### src/rtl/sc_regtimer_prescaled.sv
// -----------------------------------------------------------------------------
// sc_regtimer_prescaled
//
// Prescaled up/down modulo timer register used for game-time and speed
// bookkeeping. The 50 MHz clock is divided by RegTIMER_PRESCALE to make a count
// tick; each tick steps a modulo-RegTIMER_MODULO counter up or down. The counter
// either wraps or saturates at the bound, and raises a one-cycle terminal-count
// pulse whenever a tick lands on the bound.
//
// Ports
//   SC_RegTIMER_CLOCK_50          in   system clock, rising edge
//   SC_RegTIMER_RESET_InHigh      in   synchronous reset, active high
//   SC_RegTIMER_clear_InLow       in   synchronous clear of count + prescaler
//   SC_RegTIMER_load_InLow        in   parallel load of SC_RegTIMER_data_InBUS
//   SC_RegTIMER_data_InBUS        in   load value (clamped to MODULO-1)
//   SC_RegTIMER_upcount_InLow     in   count enable, gates the prescaler
//   SC_RegTIMER_direction_InHigh  in   1 = count up, 0 = count down
//   SC_RegTIMER_data_OutBUS       out  registered count value
//   SC_RegTIMER_tc_Out            out  registered terminal-count pulse
//   SC_RegTIMER_atbound_Out       out  registered "count sits at the bound for
//                                      the current direction" level
//
// Edge priority: reset > clear > load > count.
// -----------------------------------------------------------------------------
module sc_regtimer_prescaled #(
   parameter int RegTIMER_DATAWIDTH     = 8,
   parameter int RegTIMER_MODULO        = 100,
   parameter int RegTIMER_PRESCALE      = 50000000,
   parameter int RegTIMER_PRESCALEWIDTH = 26,
   parameter int RegTIMER_SATURATE      = 0
) (
   input  logic                          SC_RegTIMER_CLOCK_50,
   input  logic                          SC_RegTIMER_RESET_InHigh,
   input  logic                          SC_RegTIMER_clear_InLow,
   input  logic                          SC_RegTIMER_load_InLow,
   input  logic [RegTIMER_DATAWIDTH-1:0] SC_RegTIMER_data_InBUS,
   input  logic                          SC_RegTIMER_upcount_InLow,
   input  logic                          SC_RegTIMER_direction_InHigh,
   output logic [RegTIMER_DATAWIDTH-1:0] SC_RegTIMER_data_OutBUS,
   output logic                          SC_RegTIMER_tc_Out,
   output logic                          SC_RegTIMER_atbound_Out
);

   localparam int DW = RegTIMER_DATAWIDTH;
   localparam int PW = RegTIMER_PRESCALEWIDTH;

   // MODULO may equal 2^DW, so the range compare needs one extra bit.
   localparam logic [DW:0]   C_MOD   = (DW+1)'(RegTIMER_MODULO);
   localparam logic [DW-1:0] C_MAX   = DW'(RegTIMER_MODULO - 1);
   localparam logic [PW-1:0] C_PLAST = PW'(RegTIMER_PRESCALE - 1);
   localparam logic          C_SAT   = (RegTIMER_SATURATE != 0);

   // State
   logic [DW-1:0] r_count;
   logic [PW-1:0] r_presc;
   logic          r_tc;
   logic          r_atbound;

   // Next-state
   logic          w_enable;
   logic          w_tick;
   logic [DW-1:0] w_load_val;
   logic [DW-1:0] w_count_nxt;
   logic [PW-1:0] w_presc_nxt;
   logic          w_tc_nxt;
   logic          w_atbound_nxt;
   logic          w_atbound_rst;

   assign w_enable = ~SC_RegTIMER_upcount_InLow;

   // A tick is the enabled cycle in which the prescaler wraps. With
   // PRESCALE = 1 the last value is 0, so every enabled cycle ticks.
   assign w_tick = w_enable && (r_presc == C_PLAST);

   // Loads beyond the range are clamped so no illegal value is ever stored.
   assign w_load_val = ({1'b0, SC_RegTIMER_data_InBUS} >= C_MOD) ? C_MAX
                                                                 : SC_RegTIMER_data_InBUS;

   // Clear / load / count. Reset is handled in the register process and
   // overrides whatever is computed here.
   always_comb begin
      w_count_nxt = r_count;
      w_presc_nxt = r_presc;
      w_tc_nxt    = 1'b0;

      if (!SC_RegTIMER_clear_InLow) begin
         w_count_nxt = '0;
         w_presc_nxt = '0;
      end else if (!SC_RegTIMER_load_InLow) begin
         // Restarting the prescaler means a full period follows every load.
         w_count_nxt = w_load_val;
         w_presc_nxt = '0;
      end else if (w_enable) begin
         if (w_tick) begin
            w_presc_nxt = '0;
            if (SC_RegTIMER_direction_InHigh) begin
               if (r_count == C_MAX) begin
                  w_tc_nxt    = 1'b1;
                  w_count_nxt = C_SAT ? r_count : '0;
               end else begin
                  w_count_nxt = r_count + DW'(1);
               end
            end else begin
               if (r_count == '0) begin
                  w_tc_nxt    = 1'b1;
                  w_count_nxt = C_SAT ? r_count : C_MAX;
               end else begin
                  w_count_nxt = r_count - DW'(1);
               end
            end
         end else begin
            w_presc_nxt = r_presc + PW'(1);
         end
      end
   end

   // atbound tracks the value being written together with the direction
   // sampled on the same edge, so it always agrees with data_OutBUS.
   assign w_atbound_nxt = SC_RegTIMER_direction_InHigh ? (w_count_nxt == C_MAX)
                                                       : (w_count_nxt == '0);

   // After reset the count is 0; that is the bound only when counting down
   // (MODULO >= 2 keeps MODULO-1 away from 0).
   assign w_atbound_rst = ~SC_RegTIMER_direction_InHigh;

   always_ff @(posedge SC_RegTIMER_CLOCK_50) begin
      if (SC_RegTIMER_RESET_InHigh) begin
         r_count   <= '0;
         r_presc   <= '0;
         r_tc      <= 1'b0;
         r_atbound <= w_atbound_rst;
      end else begin
         r_count   <= w_count_nxt;
         r_presc   <= w_presc_nxt;
         r_tc      <= w_tc_nxt;
         r_atbound <= w_atbound_nxt;
      end
   end

   assign SC_RegTIMER_data_OutBUS = r_count;
   assign SC_RegTIMER_tc_Out      = r_tc;
   assign SC_RegTIMER_atbound_Out = r_atbound;

endmodule

### config.mk
export PLATFORM = sky130hd
export DESIGN_NAME = sc_regtimer_prescaled
export DESIGN_NICKNAME = d
export VERILOG_FILES = /design/src/rtl/sc_regtimer_prescaled.sv
export SDC_FILE = /design/constraint.sdc
export NUM_CORES = 1
export LEC_CHECK = 0
export BUFFER_PORTS_ARGS = -buffer_cell sky130_fd_sc_hd__buf_2
export CELL_PAD_IN_SITES_DETAIL_PLACEMENT = 0
export CELL_PAD_IN_SITES_GLOBAL_PLACEMENT = 1
export CORE_MARGIN = 5
export CORE_UTILIZATION = 44
export DETAILED_ROUTE_END_ITERATION = 8
export HOLD_SLACK_MARGIN = 0.1
export PLACE_DENSITY_LB_ADDON = 0.1
export SYNTH_ARGS = -nofsm -noshare
export SYNTH_HDL_FRONTEND = slang
export SYNTH_SLANG_ARGS = --single-unit
### constraint.sdc
create_clock -name SC_RegTIMER_CLOCK_50 -period 3.38 [get_ports SC_RegTIMER_CLOCK_50]
set_input_delay 0.676 -clock SC_RegTIMER_CLOCK_50 [delete_from_list [all_inputs] [get_ports SC_RegTIMER_CLOCK_50]]
set_output_delay 0.676 -clock SC_RegTIMER_CLOCK_50 [all_outputs]
set_load 0.03 [all_outputs]
## Yosys cells after proc, flatten, opt, wreduce, memory -nomap -nowiden

Index checks and enable logic that the tools add are counted.

| word-level totals | value |
|---|---|
| memories kept | 0 |
| bits in latches | 0 |
| bits in registers | 36 |
| RAM bits | 0 |
| bits in read-only memories | 0 |
| input port bits | 14 |
| logic and storage cells | 35 |

| cells by class | value |
|---|---|
| equality and inequality tests | 3 |
| divide/modulo/power cells | 0 |
| bitwise logic cells | 5 |
| shifts and indexed selects | 0 |
| $lt $le $gt $ge | 1 |
| reductions and logical operators | 5 |
| muxes and demuxes | 14 |
| multiply operators | 0 |
| $add $sub $neg | 3 |

Operator list:

| operator | count |
|---|---|
| $mux W8 | 8 |
| $add A26 B1 Y26 const B | 1 |
| $eq A26 B26 Y1 const B | 1 |
| $mux W26 | 1 |
| $eq A8 B7 Y1 const B | 2 |
| $logic_not A8 Y1 | 2 |
| $add A8 B1 Y8 const B | 1 |
| $ge A8 B7 Y1 const B | 1 |
| $sub A8 B1 Y8 const B | 1 |
| $mux W1 | 5 |
| $not A1 Y1 | 5 |
| $reduce_or A5 Y1 | 1 |
| $reduce_or A3 Y1 | 1 |
| $logic_and A1 B1 Y1 | 1 |

## Logic depth before layout (Yosys ltp)

| depth | value |
|---|---|
| depth in word-level cells | 10 |
| mapped depth | 10 |
| depth with buffers taken out | 10 |

## Least setup slack after synthesis

Ideal clock, no wire load.

| timing | value |
|---|---|
| kind | register -> register |
| start point | register r_count[1], in the netlist SC_RegTIMER_data_OutBUS[1] |
| end point | register r_atbound, in the netlist SC_RegTIMER_atbound_Out |
| data arrival time | 2508 ps |
| stages on the path, launching flop included | 10 |
| buffers on the path | 0 |
| setup slack | 812 ps |
| required time | 3321 ps |
| setup time | 59 ps |
| path through | dfxtp_1 ha_1 nand4_1 or2_1 mux4_2 mux2i_1 or2_2 nand4_1 o41ai_2 a41o_1 |

| between the ends | value |
|---|---|
| cells in the longest elaborated chain, start to end | 10 |

RTL lines:

| item | RTL line | text |
|---|---|---|
| start, declared | 54 | `logic [DW-1:0] r_count;` |
| start signal, assigned | 133 | `r_count <= w_count_nxt;` |
| $sub A8 B1 Y8, or another cell as far along | 108 | `w_count_nxt = r_count - DW'(1);` |
| $mux W8 (on tied branches) | 104, 97 |  |
| $mux W8 | 96 | `if (SC_RegTIMER_direction_InHigh) begin` |
| $mux W8 | 94 | `if (w_tick) begin` |
| $mux W8 (*) | 93 | `end else if (w_enable) begin` |
| $mux W8 (*) | 89 | `end else if (!SC_RegTIMER_load_InLow) begin` |
| $mux W8 (*) | 86 | `if (!SC_RegTIMER_clear_InLow) begin` |
| $eq A8 B7 Y1 / $logic_not A8 Y1 (equally long branches) | 119, 120 |  |
| $mux W1 (*) | 119 | `assign w_atbound_nxt = SC_RegTIMER_direction_InHigh ? (w_count_nxt == C_MAX)` |
| $mux W1 (*) | 127 | `if (SC_RegTIMER_RESET_InHigh) begin` |
| end signal, assigned | 131 | `r_atbound <= w_atbound_rst;` |
| end signal, assigned | 136 | `r_atbound <= w_atbound_nxt;` |
| end, declared | 57 | `logic r_atbound;` |

Mark *: on every way between the ends. The rest lies on a longest branch, timed or not.
A chain may end at the register's enable or synchronous reset.

## Worst setup path in the final report

Same ends and word-level chain as after synthesis.

==> impl_results.md <==
- Status: completed
- Critical path data arrival time: approximately 3 ns
- Cts hold-fix bufs: 0
- Area leader, netlist: dfxtp_1
- CP Data Required Time: about 3.6 ns
- Ratio of final minimum period to clock period: 0.8145
- Switch Pwr: 0.0002342 W
- Clock skew: between 0.006 and 0.007 ns
- Rel. slew slack: 0.6587
- Critical path endpoint category: register
- Syn Area/Cell: approximately 8.2 um2
- Hold path start: r_presc[2]$_SDFFE_PP0N_
- Clk pwr share: 0.364
- Post-route ant nets: 0
- Final hold viol count: 0
- Placeable Area: between 4000 and 5000 um2
- Worst R2R End: SC_RegTIMER_atbound_Out$_DFF_P_
- Post-CTS Repair Setup Buffers: 0
- Pre-Repair DR Iteration Count: 4
- Area contributors post-synth: dfxtp_1 (33%), xor2_1 (7.2%), nor2_1 (6.0%)
- Dpl hpwl: 3752 um
- # diodes: 0
- Initial Utilization: 0.4596
- Clock transition at path regs: roughly 0.070 ns
- Mapped Area: between 2000 and 2500 um2
- Row count: 25
- Cells after Synth: ~270
- Multi-input combinational cell area: roughly 1400 um2
- R2r setup slk: between 0.6 and 0.7 ns
- Final instance area: around 2400 um2
- FFs w/ async S/R, synth: 0
- Most common cell after layout, fill and taps aside: dfxtp_1
- RSZ-0062 raised after global routing: false
- Min-Delay Path Depth: 2
- Share of layout cells above drive strength 1: 0.1586
- Synth Flop Type: dfxtp_1
- Fmax: 363.2 MHz
- Int Pwr: 0.0006357 W
- Port bufs: 23
- DRT iter0 DRCs: 217
- Yosys reg bits: 36
- Area grow syn2layout: 9.841%
- Worst skew pair latency: slightly below 0.3 ns
- Fin crit period: around 2.8 ns
- Area fraction of the dominant cell type after synthesis: 0.3276
- CTS root buffer: clkbuf_8
- Worst Tran Pin Value: ~0.51 ns
- Share of the yosys chip area belonging to registers: 0.3276
- DR DRC count: 0
- Final net count: slightly above 300
- Switching fraction of total power: 0.2692
- CTS tree: built
- Hold Crit Class: register to register
- Power density cells: around 360 nW/um2
- Reg-to-Reg Start: SC_RegTIMER_data_OutBUS[1]$_SDFF_PP0_
- Leakage: about 0.90 nW
- Resized cells post-CTS: 0
- DIE HEIGHT: between 80 and 90 um
- Vias per cell: ~5.5
- Number of antenna violations at the first check in global routing: 0
- GRT Total Usage: 0.1755
- Crit Path Category: register to register
- First-pass GRT wire length: around 9000 um
- Synth warn: 0
- Clk buf depth: 2
- EDFF count, synth: 0
- Setup violations, final: 0
- Startpoint types: register
- Maxcap violations: 0
- H-tree depth: 2
- Setup TNS Final: 0 ns
- Pin count of the biggest net entering global routing: 24
- Cell variety after synth: 57
- Placed Instance Area: ~2300 um2
- Die W: 80.71 um
- Hold Path Sink: r_presc[2]$_SDFFE_PP0N_
- Final max-slew violation count: 0
- Most frequent cells in the layout: dfxtp_1 (36), nor2_1 (35), buf_2 (23), nand2_1 (20), xor2_1 (18)
- Combinational cell fraction of total power: 0.129
- Syn Nets: about 290
- Max VDD drop: around 230 uV
- Via count: 1962
- FILL cells: between 500 and 600
- Placer congestion estimate: 0.8521
- Final wirelength: roughly 5200 um
- Vias in the first global route: approximately 1900
- FF/Latch Area: 720.7 um2
- CTS Sinks: 36
- R2r worst-path depth: 9
- GR Overflow Total: 0
- Die footprint: 6513 um2
- Reg power frac: 0.507
- Avg WL per Cell: 14.57 um
- Hold slack: approximately 0.5 ns
- Critical Path Fanout Max: 9
- Io pins: 24
- TritonCTS buffer count: 5
## registers in the layout, indices dropped and copies added, names as in the netlist
| signal | cells |
|---|---|
| SC_RegTIMER_atbound_Out | 1 |
| SC_RegTIMER_tc_Out | 1 |
| r_presc | 26 |
| SC_RegTIMER_data_OutBUS | 8 |
## metal layers
layer	track usage	up-vias	part of all wire
li1	-	1007	-
met1	0.2602	902	0.53
met2	0.2417	45	0.41
met3	0.04372	8	0.054
met4	0.06419	0	0.012
met5	0	-	0
## kinds of logic (layout without fill, tap and decap cells)
logic type / count (synthesis) / in the layout / synth area share
and+or+nand+nor: 134 / 134 / 0.3339
AOI/OAI and AO/OA: 50 / 50 / 0.1524
DFF: 36 / 36 / 0.3276
xor gates and xnor gates: 21 / 21 / 0.08362
buffers and inverters: 20 / 41 / 0.05460
adders and majority gates: 4 / 4 / 0.02275
muxes: 4 / 4 / 0.02503
## final cells by class
type,instances,area share
clock buffers,6,0.03418
multi-input cells,213,0.5624
well taps,67,0.03470
repair buffers,25,0.05386
inverters,8,0.01243
flip-flops and latches,36,0.2983
clock inverters,2,0.004143
## power by group through the flow
stage | registers [W] | logic, W | clock network [W]
after floorplan | 0.000454 | 0.0000770 | 0
after global placement | 0.000450 | 0.000113 | 0
after detailed placement | 0.000450 | 0.000111 | 0
after CTS | 0.000440 | 0.000112 | 0.000330
after global routing | 0.000442 | 0.000125 | 0.000350
final | 0.000441 | 0.000112 | 0.000317
## how the worst max path moves through the flow
stage                                           from                         endpoint  slack [ns]  cells past startpoint
2_1_floorplan  SC_RegTIMER_data_OutBUS[1]$_SDFF_PP0_  SC_RegTIMER_atbound_Out$_DFF_P_        0.81                      9
3_5_place_dp               SC_RegTIMER_upcount_InLow  SC_RegTIMER_atbound_Out$_DFF_P_        0.50                      9
4_1_cts        SC_RegTIMER_data_OutBUS[1]$_SDFF_PP0_  SC_RegTIMER_atbound_Out$_DFF_P_        0.64                      9
3_3_place_gp               SC_RegTIMER_upcount_InLow  SC_RegTIMER_atbound_Out$_DFF_P_        0.58                      9
5_1_grt        SC_RegTIMER_data_OutBUS[1]$_SDFF_PP0_  SC_RegTIMER_atbound_Out$_DFF_P_        0.39                      9
6_report       SC_RegTIMER_data_OutBUS[1]$_SDFF_PP0_  SC_RegTIMER_atbound_Out$_DFF_P_        0.63                      9
## critical path: stages (launching register included)
cell     delay (ns)
dfxtp_1        0.54
ha_1           0.35
nand4_1        0.12
or2_1          0.23
mux4_2         0.49
mux2i_1        0.20
or2_2          0.15
nand4_1        0.10
o41ai_2        0.34
a41o_1         0.19
## synth_stat cells (2+ instances only)
master	instances
a21oi_1	11
a31oi_1	6
and2_1	2
and2_2	2
and3_1	3
and4b_1	2
buf_4	2
buf_6	4
clkbuf_1	4
clkbuf_4	2
dfxtp_1	36
ha_1	4
inv_1	8
mux2_2	2
nand2_1	20
nand2b_1	4
nand3_1	15
nand3b_1	2
nand4_1	10
nor2_1	35
nor2b_1	6
nor3_1	7
nor3b_1	3
nor4_1	2
o211ai_1	2
o21ai_0	11
o311ai_0	2
o31a_1	2
o31ai_1	6
or2_2	3
or3_1	6
xnor2_1	3
xor2_1	18
## per-stage QoR
| stage | utilization | total power (W) | setup slack [ns] | std cells |
|---|---|---|---|---|
| 2_1_floorplan | - | 0.0005314 | 0.8124 | 269 |
| 3_3_place_gp | 0.4855 | 0.0005634 | 0.5816 | 349 |
| 3_5_place_dp | 0.4855 | 0.0005614 | 0.5048 | 349 |
| 4_1_cts | 0.5048 | 0.0008822 | 0.6409 | 357 |
| 5_1_grt | 0.5048 | 0.0009167 | 0.3945 | 357 |
| 6_report | 0.5048 | 0.0008699 | 0.6269 | 357 |
(Power assumes the default switching activity.)
